--- config.mk ---
export PLATFORM = sky130hd
export DESIGN_NAME = breadboard_tester
export DESIGN_NICKNAME = d
export VERILOG_FILES = /design/src/rtl/breadboard_tester.sv
export SDC_FILE = /design/constraint.sdc
export NUM_CORES = 1
export LEC_CHECK = 0
export BUFFER_PORTS_ARGS = -buffer_cell sky130_fd_sc_hd__buf_2
export CAP_MARGIN = 30
export CORE_AREA = 4 4 68 70
export CTS_CLUSTER_DIAMETER = 200
export DETAILED_ROUTE_END_ITERATION = 16
export DIE_AREA = 0 0 72 74
export SYNTH_ARGS = -nofsm -noshare
export SYNTH_HDL_FRONTEND = slang
export SYNTH_SLANG_ARGS = --single-unit
export TNS_END_PERCENT = 1
--- constraint.sdc ---
create_clock -name clk -period 7.1 [get_ports clk]
set_input_delay 1.42 -clock clk [delete_from_list [all_inputs] [get_ports clk]]
set_output_delay 1.42 -clock clk [all_outputs]
set_load 0.03 [all_outputs]
--- src/rtl/breadboard_tester.sv ---
// Sweeps all 16 input combinations through a breadboarded unit, compares each response
// against golden masks and reports pass/fail. Optional fail map: BREADBOARD_TESTER_FAILMAP_EN.
module breadboard_tester #(
    parameter int SETTLE_CYCLES = 2
) (
    input  logic        clk,
    input  logic        rst_n,
    input  logic        start,
    output logic        w,
    output logic        x,
    output logic        y,
    output logic        z,
    input  logic        r6,
    input  logic        r7,
    input  logic        r8,
    input  logic        r9,
    output logic        busy,
    output logic        done,
    output logic        pass,
    output logic [4:0]  err_count,
    output logic [3:0]  first_err_idx
`ifdef BREADBOARD_TESTER_FAILMAP_EN
    ,
    output logic [15:0] fail_map
`endif
);

    typedef enum logic [1:0] {
        S_IDLE   = 2'd0,
        S_SETTLE = 2'd1,
        S_SAMPLE = 2'd2,
        S_DONE   = 2'd3
    } state_t;

    localparam logic [15:0] F6 = 16'h212E;
    localparam logic [15:0] F7 = 16'h1668;
    localparam logic [15:0] F8 = 16'h8888;
    localparam logic [15:0] F9 = 16'h6996;

    localparam logic [4:0] SETTLE_W = 5'(SETTLE_CYCLES);
    // With no settle time each vector goes straight to its sample cycle.
    localparam state_t S_ENTRY = (SETTLE_CYCLES == 0) ? S_SAMPLE : S_SETTLE;

    function automatic logic [3:0] golden_resp(input logic [3:0] v);
        return {F6[v], F7[v], F8[v], F9[v]};
    endfunction

    state_t      r_state, w_state_nx;
    logic [4:0]  r_idx, w_idx_nx;
    logic [3:0]  r_cnt, w_cnt_nx;
    logic [3:0]  r_vec, w_vec_nx;
    logic        r_busy, w_busy_nx;
    logic        r_done, w_done_nx;
    logic        r_pass, w_pass_nx;
    logic [4:0]  r_err, w_err_nx;
    logic [3:0]  r_first, w_first_nx;
`ifdef BREADBOARD_TESTER_FAILMAP_EN
    logic [15:0] r_fmap, w_fmap_nx;
`endif

    logic [4:0]  w_cnt_inc;
    logic        w_mismatch;

    assign w_cnt_inc  = {1'b0, r_cnt} + 5'd1;
    assign w_mismatch = ({r6, r7, r8, r9} != golden_resp(r_idx[3:0]));

    // Next-state and next-output computation for the sweep sequencer.
    always_comb begin
        w_state_nx = r_state;
        w_idx_nx   = r_idx;
        w_cnt_nx   = r_cnt;
        w_vec_nx   = r_vec;
        w_busy_nx  = r_busy;
        w_done_nx  = r_done;
        w_pass_nx  = r_pass;
        w_err_nx   = r_err;
        w_first_nx = r_first;
`ifdef BREADBOARD_TESTER_FAILMAP_EN
        w_fmap_nx  = r_fmap;
`endif
        case (r_state)
            S_IDLE, S_DONE: begin
                if (start) begin
                    w_state_nx = S_ENTRY;
                    w_idx_nx   = 5'd0;
                    w_cnt_nx   = 4'd0;
                    w_vec_nx   = 4'd0;
                    w_busy_nx  = 1'b1;
                    w_done_nx  = 1'b0;
                    w_pass_nx  = 1'b0;
                    w_err_nx   = 5'd0;
                    w_first_nx = 4'd0;
`ifdef BREADBOARD_TESTER_FAILMAP_EN
                    w_fmap_nx  = 16'h0000;
`endif
                end else begin
                    w_state_nx = r_state;
                end
            end
            S_SETTLE: begin
                if (w_cnt_inc == SETTLE_W) begin
                    w_state_nx = S_SAMPLE;
                    w_cnt_nx   = 4'd0;
                end else begin
                    w_cnt_nx   = w_cnt_inc[3:0];
                end
            end
            S_SAMPLE: begin
                if (w_mismatch) begin
                    w_err_nx = r_err + 5'd1;
                    if (r_err == 5'd0) begin
                        w_first_nx = r_idx[3:0];
                    end else begin
                        w_first_nx = r_first;
                    end
`ifdef BREADBOARD_TESTER_FAILMAP_EN
                    w_fmap_nx[r_idx[3:0]] = 1'b1;
`endif
                end else begin
                    w_err_nx = r_err;
                end
                // The 5-bit index steps to 16 after the last vector, so it never wraps to 0.
                w_idx_nx = r_idx + 5'd1;
                if (r_idx == 5'd15) begin
                    w_state_nx = S_DONE;
                    w_busy_nx  = 1'b0;
                    w_done_nx  = 1'b1;
                    w_pass_nx  = (r_err == 5'd0) && !w_mismatch;
                end else begin
                    w_state_nx = S_ENTRY;
                    w_vec_nx   = w_idx_nx[3:0];
                    w_cnt_nx   = 4'd0;
                end
            end
            default: begin
                w_state_nx = S_IDLE;
                w_busy_nx  = 1'b0;
                w_done_nx  = 1'b0;
            end
        endcase
    end

    // State and output registers with synchronous active-low reset.
    always_ff @(posedge clk) begin
        if (!rst_n) begin
            r_state <= S_IDLE;
            r_idx   <= 5'd0;
            r_cnt   <= 4'd0;
            r_vec   <= 4'd0;
            r_busy  <= 1'b0;
            r_done  <= 1'b0;
            r_pass  <= 1'b0;
            r_err   <= 5'd0;
            r_first <= 4'd0;
`ifdef BREADBOARD_TESTER_FAILMAP_EN
            r_fmap  <= 16'h0000;
`endif
        end else begin
            r_state <= w_state_nx;
            r_idx   <= w_idx_nx;
            r_cnt   <= w_cnt_nx;
            r_vec   <= w_vec_nx;
            r_busy  <= w_busy_nx;
            r_done  <= w_done_nx;
            r_pass  <= w_pass_nx;
            r_err   <= w_err_nx;
            r_first <= w_first_nx;
`ifdef BREADBOARD_TESTER_FAILMAP_EN
            r_fmap  <= w_fmap_nx;
`endif
        end
    end

    assign w             = r_vec[3];
    assign x             = r_vec[2];
    assign y             = r_vec[1];
    assign z             = r_vec[0];
    assign busy          = r_busy;
    assign done          = r_done;
    assign pass          = r_pass;
    assign err_count     = r_err;
    assign first_err_idx = r_first;
`ifdef BREADBOARD_TESTER_FAILMAP_EN
    assign fail_map      = r_fmap;
`endif

endmodule

==> summary.md <==
| Metric | Value |
|---|---|
| Status | completed |
| WP buf/inv | 3 |
| Slew @ Worst Pin | 0.734 ns |
| GPL Wtd Cong | 0.787 |
| Max Slew Vio Count | 0 |
| Root Buffer | clkbuf_8 |
| Clk sinks | 31 |
| Slowest-stage cell, CP | clkinv_1 |
| Most frequent cells in the layout | 31 x dfxtp_1, 24 x a21oi_1, 22 x buf_2, 19 x nor2_1, 18 x nand2_1 |
| Startpoint types | input port |
| Syn Inst Count | 215 |
| Area grow syn2layout | 12.1% |
| Reg2Reg Depth | 13 |
| Die height | 74 µm |
| DIE WIDTH | 72 µm |
| Post-route minimum period | 3.39 ns |
| Antenna diodes | 0 |
| Slowest cell delay on critical path | 0.60 ns |
| Inserted Clock Buffers | 5 |
| Net count, final | 254 |
| DR iter-0 viols | 79 |
| Residual DRC | 0 |
| Synthesized netlist net count | 235 |
| Final Cycle Share | 47.7% |
| Crit-path max FO | 26 |
| Part of the power in the clock network | 34.7% |
| Die ar. | 5330 µm² |
| Final Hold Fails | 0 |
| Min-delay worst type | reg2reg |
| First-pass GRT wire length | 6.31 mm |
| Fin Hold WS | 0.451 ns |
| Setup violators final | 0 |
| Switch share | 29.0% |
| NetSw | 0.110 mW |
| Count of flip-flops with a built-in enable after synthesis | 0 |
| Critical path capture point type | flop |
| Most frequent CP cell | a21oi_1 |
| Max-Slew Margin vs Limit | 50.8% |
| Crit path kind | in2reg |
| Combinational Power Share | 17.2% |
| Sequential area share after synthesis | 35.0% |
| Worst skew pair latency | 0.28 ns |
| Initial core utilization | 44.7% |
| Pin count of the biggest net entering global routing | 27 |
| Mapped cell area | 1780 µm² |
| Layout cells sized above 1 | 14.0% |
| Yosys reg bits | 31 |
| LEAKAGE | 0.761 nW |
| H-tree lvl count | 2 |
| Post-CTS sizing | 0 |
| Share of flip-flops with an asynchronous set or reset | 0% |
| Critical Path AT | 3.55 ns |
| Core area | 3970 µm² |
| Critical Path, Cell by Cell | buf_2 > clkinv_1 > a21oi_1 > inv_1 > ha_1 > nand2b_1 > a21oi_1 > o31ai_1 > nand4_1 > o311a_1 |
| Fin Setup TNS | 0 ns |
| VDD IR-drop max | 0.0000870 V |
| Hold path cells | 2 |
| Routed Antenna Nets | 0 |
| Fmax | 295 MHz |
| Number of max-cap violations | 0 |
| Synth cell types | 42 |
| Main flop type after synthesis | dfxtp_1 |
| Crit-path leading delay family | compound AO/OA/AOI/OAI gates |
| Hold bufs inserted after CTS | 0 |
| Number of vias per cell | 5.35 |
| Avg Cell Area, Syn | 8.26 µm² |
| I/O Pins | 23 |
| Total power | 0.379 mW |
| CTS tree | yes |
| Clock-pin slew on the worst setup and hold paths | 0.06 ns |
| Power per cell area | 190 nW/µm² |
| Initial DRT Pass Iterations | 4 |
| Vias in the first global route | 1417 |
| Initial antenna violation count | 0 |
| Number of setup buffers added after CTS | 0 |
| Cell Rows | 23 |
| Worst Skew | 0.0101 ns |
| Final HPWL DP | 2.72 mm |
| Ys Warns | 0 |
| Vias | 1524 |
| Cell Int Power | 0.269 mW |
| Most common library cell in the layout ignoring fill and taps | dfxtp_1 |
| Remaining global-route overflow | 0 |
| Overall routed net length | 3.74 mm |
| Crit path depth | 10 |
| GRT Util Overall | 15.0% |
| RSZ-0062 raised after global routing | false |
| IO buf count | 22 |
| WL/cell | 13.1 µm |
| Data required, critical path | 7.26 ns |
| Sequential power share | 48.1% |
| Clock Tree Buf Depth | 2 |
[cell usage after synthesis, types with 3 or more instances]
master / n / area, µm²
dfxtp_1: 31 / 621
a21oi_1: 24 / 120
nor2_1: 19 / 71.3
nand2_1: 18 / 67.6
ha_1: 13 / 163
nand3_1: 12 / 60.1
inv_1: 10 / 37.5
clkbuf_1: 9 / 33.8
o21ai_0: 9 / 45.0
xnor2_1: 9 / 78.8
nand2b_1: 7 / 43.8
o2111ai_1: 5 / 43.8
mux2i_1: 4 / 40.0
nor2b_1: 4 / 25.0
nor3_1: 4 / 20.0
nand3b_1: 3 / 22.5
xor2_1: 3 / 26.3
[final timing paths]
check                           slack (ns)              from               end
worst max-delay path                  3.71             rst_n              flop
worst min-delay path                  0.45  first_err_idx[3]  first_err_idx[3]
worst max register to register        4.42        r_state[0]              flop
worst min register to register        0.45  first_err_idx[3]  first_err_idx[3]
[per-stage QoR]
stage          instance area (µm²)  setup WS, ns  std cells  utilization (%)
6_report                      1990          3.71        285             50.1
5_1_grt                       1990          3.40        285             50.1
4_1_cts                       1990          3.69        285             50.1
3_5_place_dp                  1910          3.41        277             48.1
3_3_place_gp                  1910          3.44        277             48.1
2_1_floorplan                 1780          3.80        215                -
[power by group through the flow]
| stage | combinational (mW) | sequential [mW] | clock [mW] |
|---|---|---|---|
| global route | 0.0720 | 0.183 | 0.143 |
| global placement | 0.0642 | 0.186 | 0 |
| detailed placement | 0.0646 | 0.186 | 0 |
| CTS | 0.0650 | 0.182 | 0.135 |
| floorplan | 0.0458 | 0.189 | 0 |
| finish | 0.0650 | 0.182 | 0.132 |
[cells by family after synthesis]
group	Yosys count	share of synthesized area, %
multiplexers	5	2.89
XOR/XNOR	12	5.92
AO/OA/AOI/OAI	54	19.7
adder cells (fa/ha/maj)	13	9.16
buffers and inverters	22	4.93
AND/OR/NAND/NOR	78	22.5
flip-flops	31	35.0
[worst min-delay path, delay by kind of cell, from the launching register on]
kind	cells	cell delay (ns)
DFF	1	0.31
and+or+nand+nor	1	0.05
AOI/OAI and AO/OA	1	0.05
[layout make-up]
class / instances / area (µm²)
Tap cell: 50 / 62.6
Timing Repair Buffer: 23 / 118
Fill cell: 407 / 1980
Clock inverter: 1 / 5.00
Inverter: 11 / 41.3
Clock buffer: 7 / 76.3
Multi-Input combinational cell: 162 / 1070
Sequential cell: 31 / 621
[routing by layer]
| metal | track usage [%] | part of all wire (%) |
|---|---|---|
| met1 | 18.4 | 49 |
| met2 | 25.2 | 46 |
| met3 | 4.19 | 3.8 |
| met4 | 5.85 | 1.5 |
| met5 | 0 | 0 |
No activity file was read; power rests on OpenSTA's default activity.
